$ cat src/rtl/config_chain_loader_pkg.sv
// Shared types and CRC helpers for the configuration chain loader.
package config_loader_pkg;

  typedef enum logic [2:0] {
    ST_IDLE   = 3'd0,
    ST_FETCH  = 3'd1,
    ST_SHIFT  = 3'd2,
    ST_VERIFY = 3'd3,
    ST_DONE   = 3'd4,
    ST_ERROR  = 3'd5
  } state_e;

  localparam logic [15:0] CRC_POLY = 16'h1021;
  localparam logic [15:0] CRC_INIT = 16'hFFFF;

  // One MSB-first bit-serial CRC-16-CCITT step.
  function automatic logic [15:0] crc16_step(input logic [15:0] crc, input logic bit_in);
    logic fb;
    fb = crc[15] ^ bit_in;
    return {crc[14:0], 1'b0} ^ (fb ? CRC_POLY : 16'h0000);
  endfunction

endpackage

$ cat src/rtl/config_chain_loader_if.sv
// Host word handshake: the host is the master, the loader is the slave.
interface config_chain_loader_if #(
  parameter int WORD_W = 32
);
  logic              word_valid;
  logic              word_ready;
  logic [WORD_W-1:0] word_data;

  modport master (output word_valid, output word_data, input word_ready);
  modport slave  (input word_valid, input word_data, output word_ready);
endinterface

$ cat src/rtl/config_chain_loader_crc16.sv
// Bit-serial CRC-16-CCITT accumulator; clear wins over enable.
module crc16_serial
  import config_loader_pkg::*;
(
  input  logic        clk,
  input  logic        srst,
  input  logic        clear,
  input  logic        enable,
  input  logic        bit_in,
  output logic [15:0] crc_out
);

  logic [15:0] crc_q, crc_d;

  always_comb begin
    crc_d = crc_q;
    if (clear) begin
      crc_d = CRC_INIT;
    end else if (enable) begin
      crc_d = crc16_step(crc_q, bit_in);
    end
  end

  always_ff @(posedge clk) begin
    if (srst) begin
      crc_q <= CRC_INIT;
    end else begin
      crc_q <= crc_d;
    end
  end

  assign crc_out = crc_q;

endmodule

$ cat src/rtl/config_chain_loader.sv
// Loads host words LSB-first into a serial config chain, then optionally
// recirculates the chain once and compares CRCs of written and read-back bits.
module config_chain_loader
  import config_loader_pkg::*;
#(
  parameter int CHAIN_LEN = 5,
  parameter int WORD_W    = 32
) (
  input  logic                  Config_Clock,
  input  logic                  Config_Reset,
  input  logic                  start,
  input  logic                  verify_en,
  config_chain_loader_if.slave  host,
  output logic                  cfg_enable,
  output logic                  cfg_data,
  input  logic                  cfg_return,
  output logic                  busy,
  output logic                  done,
  output logic                  error
);

  localparam int REM_W = $clog2(CHAIN_LEN + 1);
  localparam int IDX_W = (WORD_W > 1) ? $clog2(WORD_W) : 1;
  localparam logic [REM_W-1:0] REM_FULL = REM_W'(CHAIN_LEN);
  localparam logic [REM_W-1:0] REM_ONE  = REM_W'(1);
  localparam logic [IDX_W-1:0] IDX_LAST = IDX_W'(WORD_W - 1);
  localparam logic [IDX_W-1:0] IDX_ONE  = IDX_W'(1);

  state_e            state_q, state_d;
  logic [REM_W-1:0]  remaining_q, remaining_d;
  logic [IDX_W-1:0]  bit_idx_q, bit_idx_d;
  logic [WORD_W-1:0] word_q, word_d;
  logic              verify_q, verify_d;

  logic              crc_clear;
  logic              shift_bit;
  logic              crc_match;
  logic [1:0]        crc_en;
  logic [1:0]        crc_bit;
  logic [15:0]       crc_val [2];

  assign shift_bit = word_q[bit_idx_q];

  // The readback CRC register lags one bit, so fold in the final returned bit here.
  assign crc_match = (crc16_step(crc_val[1], cfg_return) == crc_val[0]);

  always_comb begin
    state_d     = state_q;
    remaining_d = remaining_q;
    bit_idx_d   = bit_idx_q;
    word_d      = word_q;
    verify_d    = verify_q;
    crc_clear   = 1'b0;
    case (state_q)
      ST_IDLE, ST_DONE, ST_ERROR: begin
        if (start) begin
          state_d     = ST_FETCH;
          remaining_d = REM_FULL;
          verify_d    = verify_en;
          crc_clear   = 1'b1;
        end
      end
      ST_FETCH: begin
        if (host.word_valid) begin
          word_d    = host.word_data;
          bit_idx_d = '0;
          state_d   = ST_SHIFT;
        end
      end
      ST_SHIFT: begin
        remaining_d = remaining_q - REM_ONE;
        bit_idx_d   = bit_idx_q + IDX_ONE;
        if (remaining_q == REM_ONE) begin
          if (verify_q) begin
            state_d     = ST_VERIFY;
            remaining_d = REM_FULL;
          end else begin
            state_d = ST_DONE;
          end
        end else if (bit_idx_q == IDX_LAST) begin
          state_d = ST_FETCH;
        end
      end
      ST_VERIFY: begin
        remaining_d = remaining_q - REM_ONE;
        if (remaining_q == REM_ONE) begin
          state_d = crc_match ? ST_DONE : ST_ERROR;
        end
      end
      default: state_d = ST_IDLE;
    endcase
  end

  always_ff @(posedge Config_Clock) begin
    if (Config_Reset) begin
      state_q     <= ST_IDLE;
      remaining_q <= '0;
      bit_idx_q   <= '0;
      word_q      <= '0;
      verify_q    <= 1'b0;
    end else begin
      state_q     <= state_d;
      remaining_q <= remaining_d;
      bit_idx_q   <= bit_idx_d;
      word_q      <= word_d;
      verify_q    <= verify_d;
    end
  end

  // Index 0 tracks bits written during SHIFT, index 1 bits read back during VERIFY.
  assign crc_en  = {state_q == ST_VERIFY, state_q == ST_SHIFT};
  assign crc_bit = {cfg_return, shift_bit};

  genvar gi;
  generate
    for (gi = 0; gi < 2; gi++) begin : g_crc
      crc16_serial u_crc (
        .clk    (Config_Clock),
        .srst   (Config_Reset),
        .clear  (crc_clear),
        .enable (crc_en[gi]),
        .bit_in (crc_bit[gi]),
        .crc_out(crc_val[gi])
      );
    end
  endgenerate

  assign busy            = (state_q == ST_FETCH) || (state_q == ST_SHIFT) || (state_q == ST_VERIFY);
  assign done            = (state_q == ST_DONE);
  assign error           = (state_q == ST_ERROR);
  assign host.word_ready = (state_q == ST_FETCH);
  assign cfg_enable      = (state_q == ST_SHIFT) || (state_q == ST_VERIFY);

  always_comb begin
    cfg_data = 1'b0;
    if (state_q == ST_SHIFT) begin
      cfg_data = shift_bit;
    end else if (state_q == ST_VERIFY) begin
      cfg_data = cfg_return;
    end
  end

endmodule

$ cat src/flat_wrapper.sv
// flat-port wrapper written by rule: the top's interface ports become plain ports
module config_chain_loader_flat import config_loader_pkg::*;
#(
  parameter int CHAIN_LEN = 5,
  parameter int WORD_W    = 32
)
  (Config_Clock, Config_Reset, start, verify_en, cfg_enable, cfg_data, cfg_return, busy, done, error, host_word_valid, host_word_data, host_word_ready);
  config_chain_loader_if #(.WORD_W(WORD_W)) host_i ();
  input  logic Config_Clock;
  input  logic Config_Reset;
  input  logic start;
  input  logic verify_en;
  output logic cfg_enable;
  output logic cfg_data;
  input  logic cfg_return;
  output logic busy;
  output logic done;
  output logic error;
  input wire logic [$bits(host_i.word_valid)-1:0] host_word_valid;
  input wire logic [$bits(host_i.word_data)-1:0] host_word_data;
  output wire logic [$bits(host_i.word_ready)-1:0] host_word_ready;
  assign host_i.word_valid = host_word_valid;
  assign host_i.word_data = host_word_data;
  assign host_word_ready = host_i.word_ready;
  config_chain_loader #(.CHAIN_LEN(CHAIN_LEN), .WORD_W(WORD_W)) u_core (.Config_Clock(Config_Clock), .Config_Reset(Config_Reset), .start(start), .verify_en(verify_en), .host(host_i), .cfg_enable(cfg_enable), .cfg_data(cfg_data), .cfg_return(cfg_return), .busy(busy), .done(done), .error(error));
endmodule
$ cat config.mk
export PLATFORM = sky130hd
export DESIGN_NAME = config_chain_loader_flat
export DESIGN_NICKNAME = d
export VERILOG_FILES = /design/src/rtl/config_chain_loader_pkg.sv /design/src/rtl/config_chain_loader_if.sv /design/src/rtl/config_chain_loader_crc16.sv /design/src/rtl/config_chain_loader.sv /design/src/flat_wrapper.sv
export SDC_FILE = /design/constraint.sdc
export NUM_CORES = 1
export LEC_CHECK = 0
export ABC_AREA = 1
export BUFFER_PORTS_ARGS = -buffer_cell sky130_fd_sc_hd__buf_2
export CORE_MARGIN = 2
export CORE_UTILIZATION = 57
export CTS_CLUSTER_SIZE = 10
export DETAILED_ROUTE_END_ITERATION = 7
export PLACE_DENSITY_LB_ADDON = 0.3
export SYNTH_ARGS = -nofsm -noshare
export SYNTH_HDL_FRONTEND = slang
export SYNTH_SLANG_ARGS = --single-unit
$ cat constraint.sdc
create_clock -name Config_Clock -period 1.7 [get_ports Config_Clock]
set_input_delay 0.34 -clock Config_Clock [delete_from_list [all_inputs] [get_ports Config_Clock]]
set_output_delay 0.34 -clock Config_Clock [all_outputs]
set_load 0.03 [all_outputs]
# == Word level (Yosys, flattened, before mapping) ==
# Cells that the tools add are included.
# word_totals
out_inout_bits,6
input_bits,38
regBits,76
wordCells,61
# classes
n_addsub,2
n_bitwise,4
muxes,22
eq_ne,12
n_reduce_logical,13
magnitude_cmp,1
# op_table
op,count
$mux 3,9
$mux 13,2
$eq 16x16->1,1
$xor 16x13->16,1
$xor 16x16->16,1
$pmux 3 s4,1
$pmux 5 s2,1
$pmux 3 s3,1
$reduce_and 2->1,4
$eq 3x1->1 const B,2
$eq 3x2->1 const B,2
$eq 3x3->1 const B,2
$lt 5x6->1 const B,1
$mux 1,6
$add 5x1->5 const B,1
$bmux 1 s5,1
$eq 5x5->1 const B,1
$mux 5,1
$ne 2x2->1 const B,2
$reduce_and 4->1,1
$logic_not 3->1,1
$logic_or 1x1->1,3
$ne 3x1->1 const B,1
$reduce_bool 3->1,1
6 further kinds,7

# == Longest topological paths before layout ==
# logic_depth
ltp_word,7
ltp_mapped,14
ltp_nobuf,13

# == Modules after synthesis ==
# From an unflattened synthesis, not the netlist that was laid out.
# hier_totals
cells_unflattened,558
area_unflattened_um2,3920.0
# by_module_without_submodules
module,cells_each,seq_area_each_um2,n_inst,area_each_um2
config_chain_loader,398,880.8,1,2478.6
crc16_serial,80,320.3,2,720.7

# == Worst setup path after synthesis ==
# OpenSTA, ideal clock, no wires.
# synth_path
kind,register to output
from,reg u_core.state_q[2]
to,out cfg_data
n_path_buf,1
slack_ps,-381
arrival_ps,1741
stages_incl_launch_ff,7
required_time_ps,1360
cell_sequence,dfxtp_1 nor2_4 inv_2 nor2_2 inv_2 buf_2 o22ai_1
# synth_between
elab_chain_len,3
word_cells_on_any_way,4
cone_classes,2 x eq/ne; 2 x mux
# synth_lines
element,line,source
start: declaration,config_chain_loader.sv:29,"state_e state_q, state_d;"
start signal: assignment,config_chain_loader.sv:102,state_q <= state_d;
$eq 3x2->1,config_chain_loader.sv:138,end else if (state_q == ST_VERIFY) begin
$mux 1,config_chain_loader.sv:138,
$mux 1 (*),config_chain_loader.sv:136,if (state_q == ST_SHIFT) begin
end: declaration,flat_wrapper.sv:14,output logic cfg_data;
# Every way passes the cells marked *; elsewhere a longest branch is shown, timed or not.

# == Worst setup path after layout ==
# layout_path
from,reg u_core.bit_idx_q[0]
to,out cfg_data
# layout_between
elab_chain_len,3
# layout_lines
element,line,source
start: declaration,config_chain_loader.sv:31,"logic [IDX_W-1:0] bit_idx_q, bit_idx_d;"
start signal: assignment,config_chain_loader.sv:104,bit_idx_q <= bit_idx_d;
$bmux 1 s5,config_chain_loader.sv:42,assign shift_bit = word_q[bit_idx_q];
$mux 1 (implied by the code),config_chain_loader.sv:42,
$mux 1,config_chain_loader.sv:136,
# Every way passes these cells. The select of a mux whose other input is x is not followed.

==> reports/metrics.csv <==
stage,metric,value,unit
pwr,powerDensity,1350,nW/µm²
pwr,ir_worst_vdd,0.855,mV
clock_tree,clk_pin_slew,0.08,ns
synthesis,synth-xor-area-share,1.48,%
sta,relSlewSlack,78.8,%
layout,area_growth,17.9,%
layout,instances_no_fill,642,
sta,rsz0062_at_grt,yes,
run_status,violations,negative setup slack,
sta,drv_slew,0,
pwr,leakagePower,1.99,nW
layout,diodes,0,
synthesis,syn_area,3550,µm²
clock_tree,root_buffer,clkbuf_8,
global_route,grt_pass1_wl,14.2,mm
worst_setup_path,arrival,1.67,ns
sta,finalClockSkew,0.0120,ns
synthesis,yosysSeqAreaShare,42.9,%
die,start_util,59.6,%
synthesis,syn-instance-count,510,
layout,ff_latch_area,1530,µm²
worst_setup_path,crit_path_end_kind,output port,
clock_tree,clkLatencyLatePin,0.35,ns
die,io_pins,44,
place,place.gp.congestion,0.889,
detailed_routing,ant_nets,0,
worst_setup_path,path_cells,buf_6 > nand2_1 > nand3_1 > nand3_1 > nand2_1 > nand2_1 > nand3_2 > nand2_2 > o22ai_4 > buf_6,
detailed_routing,vias_per_cell,5.37,
detailed_routing,wl,8.25,mm
detailed_routing,wire_per_inst,12.9,µm
clock_tree,cts_hold_buf,0,
synthesis,synth_compound_area_share,13.9,%
synthesis,synthSimpleGateAreaFrac,31.7,%
sta,hold_viol_final,0,
synthesis,synth_nets,552,
worst_setup_path,crit_family,simple AND/OR/NAND/NOR gates,
clock_tree,numCtsBuffers,9,
synthesis,ys_ff_latch,76,
clock_tree,htreeDepth,3,
worst_setup_path,worstPathMaxFanout,4,
global_route,overflow,0,
place,dp_cells,624,
layout,drive_gt1_share,18.5,%
detailed_routing,drc,0,
die,core,5960,µm²
global_route,grt_pass1_vias,3174,
die,die-width,82.9,µm
sta,max_clock_freq,497,MHz
global_route,grt_usage,24.7,%
worst_hold_path,worstHoldPathType,primary input to register,
sta,worst_slack,-0.313,ns
layout,fin_nets,605,
synthesis,synthDominantCellAreaShare,42.9,%
place,io_buffers,43,
synthesis,synth_top_family_by_area,simple AND/OR/NAND/NOR gates,
synthesis,muxShareOfSynthArea,0,%
worst_setup_path,cpMaxStageDelayCell,dfxtp_4,
detailed_routing,vias,3446,
worst_setup_path,crit_top_cell,nand2_1,
clock_tree,cts_buffer_depth,2,
worst_setup_path,timing.critical_path.buf_inv,2,
layout,multi_input_comb_area,1780,µm²
synthesis,synth_area_per_cell,6.96,µm²
sta,finalSetupViolCount,4,
clock_tree,clock-sinks,76,
synthesis,synth_fa_ha_area_share,1.41,%
die,dieArea,6870,µm²
global_route,grt_max_degree,33,
synthesis,synth_area_leaders,"dfxtp_1, nand2_1, nor2_1, nand3_1, o21ai_0",
place,dp_hpwl,5.64,mm
synthesis,synth_area_leader_cell,dfxtp_1,
detailed_routing,drt-initial-drc-count,332,
layout,num-fill-cells,486,
job,maxCapViolations,0,
sta,worstMarginPinSlew,0.318,ns
die,die_h,82.9,µm
worst_setup_path,cp-start-kind,register,
run_status,run_status,finished with violations,
die,fp-row-count,28,
global_route,antenna_found_initial,0,
detailed_routing,firstDrtPassIters,5,
synthesis,yosysWarnings,0,
layout,post-route-util,70.3,%
worst_setup_path,criticalPathCategory,register to output port,
worst_setup_path,slowest_delay,0.40,ns
worst_setup_path,required,1.36,ns
sta,fin_crit,2.01,ns
synthesis,ys_types,32,
sta,period_share,118,%
clock_tree,cts_tree,done,
==> cells in the mapped netlist, drive strengths merged <==
| cell | n |
|---|---|
| nand2 | 125 |
| nor2 | 86 |
| dfxtp | 76 |
| nand3 | 50 |
| inv | 46 |
| o21ai | 43 |
| o211ai | 21 |
| buf | 16 |
| a21oi | 13 |
| clkbuf | 7 |
| xnor2 | 6 |
| ha | 4 |
| nor3 | 4 |
| nand4 | 3 |
| o22ai | 3 |
| a211oi | 1 |
| a21boi | 1 |
| a221oi | 1 |
| a31oi | 1 |
| clkinv | 1 |
| nand3b | 1 |
| o31ai | 1 |
==> tightest hold or removal path: stages <==
cell,delay (ns)
buf_2,0.07
nor2_1,0.03
nor2_1,0.08
==> cell type report <==
type,count,area share (%)
repair buffers,65,9.81
well taps,75,2.24
inverters,47,4.37
clock buffers,11,3.38
flip-flops and latches,76,36.5
clock inverters,4,1.20
multi-input cells,364,42.5
==> placed cells by master (no fill, tap or decap), types with 2 or more instances in the layout <==
master	n
o21ai_1	5
nor3_1	3
inv_2	4
clkinv_2	2
a21oi_1	13
nand2_2	4
buf_4	18
nand3_1	46
o22ai_1	2
inv_1	41
xnor2_1	6
dfxtp_1	73
dfxtp_2	2
clkinvlp_4	2
ha_1	4
buf_2	42
nor2_4	5
nand4_1	3
buf_6	4
nand3_2	4
o211ai_1	21
o21ai_0	37
nor2_1	80
nand2_1	121
clkbuf_8	10
==> routing by layer <==
metal	part of all wire (%)	global-route usage (%)	wire length, µm
met5	0	0	0
met4	1.3	8.35	108
met3	5.4	6.16	442
met2	45	38.0	3750
met1	48	34.0	3950
==> flip-flops by register name, indices dropped and copies added (netlist names) <==
name	flops
u_core.bit_idx_q	5
u_core.state_q	3
u_core.remaining_q	3
u_core.word_q	32
u_core.verify_q	1
u_core.g_crc.u_crc.crc_out	32
==> what timing repair did <==
action | in CTS | in global routing
endpoints found under the setup margin | 6 | 12
buffers inserted | 1 | 1
pin swaps | 0 | 4
gates cloned | 1 | 0
resized for setup | 12 | 9
==> through the flow <==
step | setup slack [ns] | hold WS [ns] | instance area [µm²] | TNS [ns] | power [mW]
after floorplan | -0.0272 | 0.456 | 3580 | -0.0272 | 3.71
after global placement | -0.0694 | 0.462 | 3910 | -0.0694 | 4.14
after detailed placement | -0.134 | 0.479 | 3910 | -0.238 | 4.21
after CTS | -0.300 | 0.200 | 4150 | -0.715 | 5.61
after global routing | -0.405 | 0.199 | 4180 | -1.53 | 6.05
final | -0.313 | 0.203 | 4180 | -0.761 | 5.66
==> where the power goes <==
group          total (mW)  switching [mW]  leakage [nW]  internal (mW)
combinational        1.94            1.23          1.28          0.711
sequential           2.37           0.244         0.620           2.12
clock                1.36           0.649        0.0914          0.708
==> worst paths after layout <==
path,slack (ns),cells after the start,startpoint,end
hold / removal,0.20,3,host_word_data[7],u_core.word_q[7]$_SDFFE_PP0P_
setup / recovery,-0.31,10,u_core.bit_idx_q[0]$_SDFFE_PP0P_,cfg_data
setup reg to reg,-0.17,12,u_core.bit_idx_q[0]$_SDFFE_PP0P_,u_core.state_q[1]$_SDFFE_PP0P_
hold reg to reg,0.50,2,u_core.g_crc[1].u_crc.crc_out[10]$_SDFFE_PP1P_,u_core.g_crc[1].u_crc.crc_out[11]$_SDFFE_PP1P_
==> logic make-up (layout without fill, tap and decap cells) <==
family / after synthesis / in the layout
AOI/OAI and AO/OA: 85 / 85
buffers and inverters: 70 / 127
xor gates and xnor gates: 6 / 6
DFF: 76 / 76
and+or+nand+nor: 269 / 269
adders and majority gates: 4 / 4
Note: power is estimated with default switching activity, not from simulation.
